<file path="src/rtl/reorder_buffer_mc.sv">
// In-order ROB: allocates at tail, accepts WB_PORTS writebacks and retires up to COMMIT entries per cycle.
// A writeback in cycle M commits in M+2 at the earliest; rob_busy stalls decode when all entries are in use.
module reorder_buffer_mc #(
  parameter int DATA      = 32,
  parameter int ADDR      = 32,
  parameter int REG       = 5,
  parameter int EXP       = 4,
  parameter int ROB_DEPTH = 16,
  parameter int ROB       = $clog2(ROB_DEPTH),
  parameter int WB_PORTS  = 2,
  parameter int COMMIT    = 2
) (
  input  logic                     clk,
  input  logic                     reset_,
  input  logic [ADDR-1:0]          creg_tvec,
  input  logic                     dec_e_,
  input  logic [ADDR-1:0]          dec_pc,
  input  logic [REG-1:0]           dec_rd,
  input  logic                     dec_rd_we,
  output logic [ROB-1:0]           dec_rob_id,
  output logic                     rob_busy,
  output logic                     rob_empty,
  input  logic [WB_PORTS-1:0]      wb_e_,
  input  logic [WB_PORTS*ROB-1:0]  wb_rob_id,
  input  logic [WB_PORTS*DATA-1:0] wb_data,
  input  logic [WB_PORTS-1:0]      wb_exp_,
  input  logic [WB_PORTS*EXP-1:0]  wb_exp_code,
  input  logic [WB_PORTS-1:0]      wb_miss_,
  input  logic [WB_PORTS*ADDR-1:0] wb_target,
  output logic [COMMIT-1:0]        commit_e_,
  output logic [COMMIT*ROB-1:0]    commit_rob_id,
  output logic [COMMIT*ADDR-1:0]   commit_pc,
  output logic [COMMIT*REG-1:0]    commit_rd,
  output logic [COMMIT-1:0]        commit_we,
  output logic [COMMIT*DATA-1:0]   commit_data,
  output logic                     commit_exp_,
  output logic [EXP-1:0]           commit_exp_code,
  output logic                     flush_,
  output logic [ADDR-1:0]          flush_pc
);

  logic [ROB:0]           head_q, head_d, tail_q, tail_d, count, n_commit;
  logic [ROB_DEPTH-1:0]   valid_q, valid_d, done_q, we_q, exp_q, miss_q;
  logic [ADDR-1:0]        pc_q   [ROB_DEPTH];
  logic [REG-1:0]         rd_q   [ROB_DEPTH];
  logic [DATA-1:0]        data_q [ROB_DEPTH];
  logic [EXP-1:0]         code_q [ROB_DEPTH];
  logic [ADDR-1:0]        tgt_q  [ROB_DEPTH];
  logic                   alloc, stop;
  logic [ROB-1:0]         idx;

  logic [COMMIT-1:0]      commit_e_q, commit_e_d, commit_we_q, commit_we_d;
  logic [COMMIT*ROB-1:0]  commit_rob_id_q, commit_rob_id_d;
  logic [COMMIT*ADDR-1:0] commit_pc_q, commit_pc_d;
  logic [COMMIT*REG-1:0]  commit_rd_q, commit_rd_d;
  logic [COMMIT*DATA-1:0] commit_data_q, commit_data_d;
  logic                   commit_exp_q, commit_exp_d, flush_q, flush_d;
  logic [EXP-1:0]         commit_exp_code_q, commit_exp_code_d;
  logic [ADDR-1:0]        flush_pc_q, flush_pc_d;

  assign count      = tail_q - head_q;
  assign rob_empty  = (head_q == tail_q);
  assign rob_busy   = (count == (ROB+1)'(ROB_DEPTH));
  assign dec_rob_id = tail_q[ROB-1:0];
  // Allocation is dropped while the flush pulse is out: the younger stream is being discarded.
  assign alloc      = !dec_e_ && !rob_busy && flush_q;

  always_comb begin
    commit_e_d        = '1;
    commit_we_d       = '0;
    commit_rob_id_d   = '0;
    commit_pc_d       = '0;
    commit_rd_d       = '0;
    commit_data_d     = '0;
    commit_exp_d      = 1'b1;
    commit_exp_code_d = '0;
    flush_d           = 1'b1;
    flush_pc_d        = '0;
    n_commit          = '0;
    stop              = 1'b0;
    idx               = '0;
    valid_d           = valid_q;
    if (alloc) valid_d[tail_q[ROB-1:0]] = 1'b1;
    for (int k = 0; k < COMMIT; k++) begin
      idx = head_q[ROB-1:0] + ROB'(k);
      if (!stop && valid_q[idx] && done_q[idx]) begin
        commit_e_d[k]                  = 1'b0;
        commit_rob_id_d[k*ROB +: ROB]  = idx;
        commit_pc_d[k*ADDR +: ADDR]    = pc_q[idx];
        commit_rd_d[k*REG +: REG]      = rd_q[idx];
        commit_data_d[k*DATA +: DATA]  = data_q[idx];
        commit_we_d[k]                 = we_q[idx] && !exp_q[idx];
        valid_d[idx]                   = 1'b0;
        n_commit                       = (ROB+1)'(k + 1);
        if (exp_q[idx]) begin
          commit_exp_d      = 1'b0;
          commit_exp_code_d = code_q[idx];
          flush_d           = 1'b0;
          flush_pc_d        = creg_tvec;
          stop              = 1'b1;
        end else if (miss_q[idx]) begin
          flush_d    = 1'b0;
          flush_pc_d = tgt_q[idx];
          stop       = 1'b1;
        end
      end else begin
        stop = 1'b1;
      end
    end
    head_d = head_q + n_commit;
    tail_d = tail_q + {{ROB{1'b0}}, alloc};
    if (!flush_d) begin
      valid_d = '0;
      head_d  = '0;
      tail_d  = '0;
    end
  end

  always_ff @(posedge clk or negedge reset_) begin
    if (!reset_) begin
      head_q            <= '0;
      tail_q            <= '0;
      valid_q           <= '0;
      commit_e_q        <= '1;
      commit_we_q       <= '0;
      commit_rob_id_q   <= '0;
      commit_pc_q       <= '0;
      commit_rd_q       <= '0;
      commit_data_q     <= '0;
      commit_exp_q      <= 1'b1;
      commit_exp_code_q <= '0;
      flush_q           <= 1'b1;
      flush_pc_q        <= '0;
    end else begin
      head_q            <= head_d;
      tail_q            <= tail_d;
      valid_q           <= valid_d;
      commit_e_q        <= commit_e_d;
      commit_we_q       <= commit_we_d;
      commit_rob_id_q   <= commit_rob_id_d;
      commit_pc_q       <= commit_pc_d;
      commit_rd_q       <= commit_rd_d;
      commit_data_q     <= commit_data_d;
      commit_exp_q      <= commit_exp_d;
      commit_exp_code_q <= commit_exp_code_d;
      flush_q           <= flush_d;
      flush_pc_q        <= flush_pc_d;
    end
  end

  // Payload is qualified by valid_q, so it needs no reset. Ports are scanned high to low so port 0 wins a clash.
  always_ff @(posedge clk) begin
    if (alloc) begin
      pc_q[tail_q[ROB-1:0]]   <= dec_pc;
      rd_q[tail_q[ROB-1:0]]   <= dec_rd;
      we_q[tail_q[ROB-1:0]]   <= dec_rd_we;
      done_q[tail_q[ROB-1:0]] <= 1'b0;
    end
    for (int p = WB_PORTS - 1; p >= 0; p--) begin
      if (!wb_e_[p] && valid_q[wb_rob_id[p*ROB +: ROB]]) begin
        done_q[wb_rob_id[p*ROB +: ROB]] <= 1'b1;
        data_q[wb_rob_id[p*ROB +: ROB]] <= wb_data[p*DATA +: DATA];
        exp_q[wb_rob_id[p*ROB +: ROB]]  <= !wb_exp_[p];
        code_q[wb_rob_id[p*ROB +: ROB]] <= wb_exp_code[p*EXP +: EXP];
        miss_q[wb_rob_id[p*ROB +: ROB]] <= !wb_miss_[p];
        tgt_q[wb_rob_id[p*ROB +: ROB]]  <= wb_target[p*ADDR +: ADDR];
      end
    end
  end

  assign commit_e_       = commit_e_q;
  assign commit_we       = commit_we_q;
  assign commit_rob_id   = commit_rob_id_q;
  assign commit_pc       = commit_pc_q;
  assign commit_rd       = commit_rd_q;
  assign commit_data     = commit_data_q;
  assign commit_exp_     = commit_exp_q;
  assign commit_exp_code = commit_exp_code_q;
  assign flush_          = flush_q;
  assign flush_pc        = flush_pc_q;

endmodule

</file>
<file path="config.mk">
export PLATFORM = sky130hd
export DESIGN_NAME = reorder_buffer_mc
export DESIGN_NICKNAME = d
export VERILOG_FILES = /design/src/rtl/reorder_buffer_mc.sv
export SDC_FILE = /design/constraint.sdc
export NUM_CORES = 2
export LEC_CHECK = 0
export CAP_MARGIN = 20
export CORE_MARGIN = 4
export CORE_UTILIZATION = 47
export DETAILED_ROUTE_END_ITERATION = 16
export SLEW_MARGIN = 40
export SYNTH_ARGS = -nofsm -noshare
export SYNTH_HDL_FRONTEND = slang
export SYNTH_SLANG_ARGS = --single-unit
</file>
<file path="constraint.sdc">
create_clock -name clk -period 12.6 [get_ports clk]
set_clock_uncertainty 0.05 [all_clocks]
set_input_delay 1.89 -clock clk [delete_from_list [all_inputs] [get_ports clk]]
set_output_delay 1.89 -clock clk [all_outputs]
set_load 0.01 [all_outputs]
</file>
# Word level (Yosys, flattened, before mapping)
# Memory sizes are Yosys's and may differ from the RTL's.
# Cells that the tools add are included.
[totals] register_bits=278 latch_bits=0 ram_bits=1680 romBits=0 input_bits=223 output_inout_bits=194 wordCells=167 n_memories=5
[mem_list] name="data_q" words=16 word_bits=32 rd=2 rd_clocked_by_memory_dff=0 write_ports=2 line_no="46" rtl="logic [DATA-1:0] data_q [ROB_DEPTH];"
[mem_list] name="pc_q" words=16 word_bits=32 rd=2 rd_clocked_by_memory_dff=0 write_ports=1 line_no="44" rtl="logic [ADDR-1:0] pc_q [ROB_DEPTH];"
[mem_list] name="tgt_q" words=16 word_bits=32 rd=2 rd_clocked_by_memory_dff=0 write_ports=2 line_no="48" rtl="logic [ADDR-1:0] tgt_q [ROB_DEPTH];"
[mem_list] name="rd_q" words=16 word_bits=5 rd=2 rd_clocked_by_memory_dff=0 write_ports=1 line_no="45" rtl="logic [REG-1:0] rd_q [ROB_DEPTH];"
[mem_list] name="code_q" words=16 word_bits=4 rd=2 rd_clocked_by_memory_dff=0 write_ports=2 line_no="47" rtl="logic [EXP-1:0] code_q [ROB_DEPTH];"
[classes] n_addsub=4 n_mul=0 div=0 n_lt_le_gt_ge=10 n_eq_ne=2 shifts=0 mux=95 n_bitwise=9 n_reduce_logical=25
[op_table] cell="32-bit 2-to-1 mux" n=10
[op_table] cell="16-bit 2-to-1 mux" n=11
[op_table] cell="16-bit bitwise mux" n=5
[op_table] cell="16-bit bitwise AND" n=3
[op_table] cell="1-bit binary-select mux with 4-bit select" n=12
[op_table] cell="16-bit NOT" n=3
[op_table] cell="16-bit OR" n=3
[op_table] cell="1-bit 2-to-1 mux" n=41
[op_table] cell="4-bit by 5-bit < comparator with 1-bit output (second input constant)" n=5
[op_table] cell="5-bit 2-to-1 mux" n=5
[op_table] cell="4-bit 2-to-1 mux" n=6
[op_table] cell="1-bit demux with 4-bit select" n=5
[op_table] cell="4-bit by 1-bit >= comparator with 1-bit output (second input constant)" n=5
[op_table] cell="1-bit logical AND" n=14
[op_table] cell="1-bit logical NOT" n=11
[op_table] cell="5-bit by 1-bit adder with 5-bit output" n=1
[op_table] cell="5-bit adder" n=1
[op_table] cell="5-bit equality test" n=1
[op_table] cell="5-bit equality test (second input constant)" n=1
[op_table] cell="5-bit subtractor" n=1
[op_table] cell="4-bit by 1-bit adder with 4-bit output (second input constant)" n=1

# Depth between registers and ports, before layout
[logic_depth] word_depth=11 depth_mapped=19 ltp_nobuf=14

# Least setup slack after synthesis
# Ideal clock, no wire load.
[synth_path] path_type="input to register" startpoint="in wb_rob_id[0]" endpoint="mem code_q[1][0], enable pin" setup_ps=590 arrival_ps=7855 t_required_ps=11960 setup_slack_ps=4106 stages=7 path_buffers=2 cell_sequence="buf_2 -> mux4_2 -> mux2i_1 -> or3_1 -> nand2b_1 -> clkbuf_1 -> o21ai_0"
[synth_rtl] item="start, declared" line_no="24" rtl="input logic [WB_PORTS*ROB-1:0] wb_rob_id,"
[synth_rtl] item="end, declared" line_no="47"

# Worst setup path in the final report
[layout_path] startpoint="reg head_q[2]" endpoint="out rob_busy"
[layout_between] elab_chain_len=2
[layout_lines] item="start, declared" line_no="42" rtl="logic [ROB:0] head_q, head_d, tail_q, tail_d, count, n_commit;"
[layout_lines] item="start signal, assigned" line_no="121" rtl="head_q <= '0;"
[layout_lines] item="start signal, assigned" line_no="135" rtl="head_q <= head_d;"
[layout_lines] item="5-bit subtractor" line_no="61" rtl="assign count = tail_q - head_q;"
[layout_lines] item="5-bit equality test" line_no="63" rtl="assign rob_busy = (count == (ROB+1)'(ROB_DEPTH));"
[layout_lines] item="end, declared" line_no="21" rtl="output logic rob_busy,"
# No other way between the ends.

==> results.toml <==
[run_status]
status = "finished clean"

[synthesis]
synth_cells = 5839
dominant_cell_type_by_area_after_synthesis = "edfxtp_1"
avgSynthCellArea_sq_um = 17.2
ys_top_cells_by_area = "edfxtp_1, mux4_2, mux2_2"
synth-seq-cells = 1958
synthXorXnorAreaFrac = 0.00113
yosys_most_used_dff = "edfxtp_1"
netlist_area_sq_mm = 0.101
synth-seq-area-share = 0.569
synth_enable_flop_cells = 1696
portion_of_netlist_area_occupied_by_mux_cells = 0.345
synthesis.yosys.warnings = 0
async_flop_share = 0.109
synth_fp_nets = 6075
synth_top_family_by_area = "multiplexers"
netlist.area_leader.share = 0.506
synth_compound_gate_area_share = 0.0111
yosys.area_share.adder = 0.00169
synth.lib_cells_used.distinct = 67
synth_simple_gate_area_share = 0.0458

[power_and_ir_drop]
power_dens_cells_mw_per_mm2 = 215
pwr-share-seq = 0.330
netSwitchingFraction = 0.329
leakage_uw = 0.0383
cell_internal_pwr_uw = 16600
highest_ir_drop_seen_on_vdd_mv = 0.187
switchingPower_uw = 8160
pwr-share-clk = 0.259
comb_power_share = 0.411

[critical_path]
cp_cell_sequence = "inv_1 -> ha_1 -> o21a_1 -> or4_1 -> a211oi_1 -> clkdlybuf4s50_1"
crit_fanout = 25
slowest_delay_ns = 0.85
critPathSlowestCell = "dfrtp_4"
critical_path.startpoint_type = "register"
critPathCaptureType = "output pin"
register_to_register_path_depth = 9
arrival_ns = 4.30
reg2reg_from = "head_q[0]"
critical_path_type = "reg -> out"
reg2reg_to = "flush_pc[7]"
reg2reg_slack_ns = 7.11
cp.required_ns = 10.66

[floorplanning]
io-pin-count = 417
floorplan.die_area_sq_mm = 0.222
placeableCoreArea_sq_mm = 0.213
floorplan.initialDensity = 0.473
chipHeight_um = 471
row_count = 169
chipWidth_um = 471

[worst_hold_path]
holdCritPathClass = "reg -> reg"
holdPathEnd = "done_q[15]"
worstHoldPathCells = 1
hold_path_startpoint = "done_q[15]"

[finish]
final_nets = 6263
post_route_cells_drive_above_1_share = 0.401
multi_input_comb_area_sq_mm = 0.0412
nFillCells = 16711
stdcell_area_sq_mm = 0.115
final_common_cell = "edfxtp_1"
mostFrequentLayoutCells = "edfxtp_1, mux4_2, mux2_2"
area.growth.synth_to_final_pct = 14.3
sequential_cell_area_sq_mm = 0.0573

[placement]
place_worst_setup_slack_ns = 5.51
detailed_place.area_sq_mm = 0.108
routabilityCongestion = 0.825
place.port_buffers = 416
hpwl_after_detailed_placement_um = 179000

[timing]
slew_hr = 0.378
maximum_clock_frequency_mhz = 160
fin_crit_ns = 6.24
timing.final.setup_violations = 0
fin_crit_sh = 0.495
worst_tran_pin_value_ns = 0.933
fin_tns_setup_ns = 0
fin_ws_ns = 6.36
final_max_slew_viol_count = 0
timing.hold.ws_ns = 0.409
hold_violations = 0
grt_setup_unrepaired = "no"

[detailed_routing]
vias = 59282
drtIter0Drc = 6287
post_drt_via_cell_ratio = 6.54
m1WireLength_um = 124000
route.antenna.remaining_nets = 0
routed_wirelength_um = 314000
drt_pass1_iterations = 5
wl_per_cell_um = 34.7
wl_met2_um = 157000
route.detailed.drc = 0
route.met3.wl_um = 22900
highest_layer = "met5"

[clock_tree]
post-cts-setup-buffers = 0
cts_tree = "built"
ctsRootBufferMaster = "clkbuf_16"
ctsHoldBuffers = 0
number_of_cts_inserted_buffers = 211
worstSkewPairLatency_ns = 0.89
cts.path.max_buffers = 3
cts.repair.resized = 0
cts_htree_levels = 4
clock_sink_count = 1958
clkSlewWorstSetupHoldPaths_ns = 0.06

[global_routing]
grt_first_pass_wirelength_um = 451000
grt_use_total = 0.282
number_of_global_route_vias_before_repair = 60168
grt_remaining_overflow = 0
antenna_found_initial = 42
pin_count_of_the_biggest_net_entering_global_routing = 125

[flow_run]
total_of_max_cap_violations = 0
[power by group through the flow]
stage,logic [uW],registers (uW),clock network (uW)
2_1_floorplan,7030,8180,0
3_3_place_gp,10100,8300,0
3_5_place_dp,10200,8300,0
4_1_cts,10300,8180,6500
5_1_grt,10700,8240,6780
6_report,10200,8180,6400
[worst max-delay path by stage]
stage,startpoint,end,slack [ns],cells past startpoint
finish,head_q[2],rob_busy,6.36,6
global route,head_q[2],rob_busy,6.23,6
CTS,head_q[2],rob_busy,6.23,6
detailed placement,wb_rob_id[1],data_q[0][22],5.51,10
global placement,wb_rob_id[2],data_q[0][22],5.41,9
floorplan,wb_rob_id[0],code_q[1][0],4.11,7
[cell type report]
| type | instances | share of cell area |
|---|---|---|
| Multi-Input combinational cell | 3250 | 0.358 |
| Inverter | 61 | 0.00208 |
| Tap cell | 2821 | 0.0307 |
| Sequential cell | 1958 | 0.498 |
| Timing Repair Buffer | 545 | 0.0493 |
| Antenna cell | 24 | 0.000522 |
| Clock inverter | 93 | 0.0106 |
| Clock buffer | 306 | 0.0513 |
[worst max-delay path, delay by kind of cell, from the launching register on]
kind            cells  cell delay [ns]
buf+inv             2             1.10
flops               1             0.85
simple gates        1             0.51
compound gates      2             0.49
fa+ha+maj           1             0.46
[synth_stat cells, types with 50 or more instances]
cell type	n
edfxtp_1	1696
mux4_2	1090
mux2_2	877
nand2_1	729
clkbuf_1	368
dfrtp_1	210
buf_2	141
nor2b_1	114
and2_1	83
inv_1	58
o21ai_0	58
nor2_1	50
[metrics by stage]
step / instances / util / power (uW)
floorplan: 5839 / - / 15200
CTS: 9027 / 0.540 / 25000
finish: 9058 / 0.541 / 24800
global placement: 8617 / 0.504 / 18400
detailed placement: 8628 / 0.507 / 18500
global route: 9046 / 0.541 / 25700
[layer usage]
metal  vias to the layer above  global-route usage
met5                         -                   0
met4                        20              0.0922
met3                       559              0.0500
met2                      2758               0.469
met1                     32019               0.380
li1                      23926                   -
[flip-flops by register name (all words and copies together), names as in the netlist, 4 cells and up]
register         cells
valid_q             16
commit_exp_code      4
flush_pc            32
commit_data         64
miss_q              16
pc_q               512
we_q                16
done_q              16
code_q              64
head_q               5
tgt_q              512
commit_rd           10
tail_q               5
commit_rob_id        8
exp_q               16
rd_q                80
commit_pc           64
data_q             512
[logic make-up after synthesis]
kind of cell | count (synthesis)
XOR/XNOR | 13
multiplexers | 1996
adder cells (fa/ha/maj) | 13
AND/OR/NAND/NOR | 1047
flip-flops | 1958
AO/OA/AOI/OAI | 181
buffers and inverters | 631
Note: power is estimated with default switching activity, not from simulation.
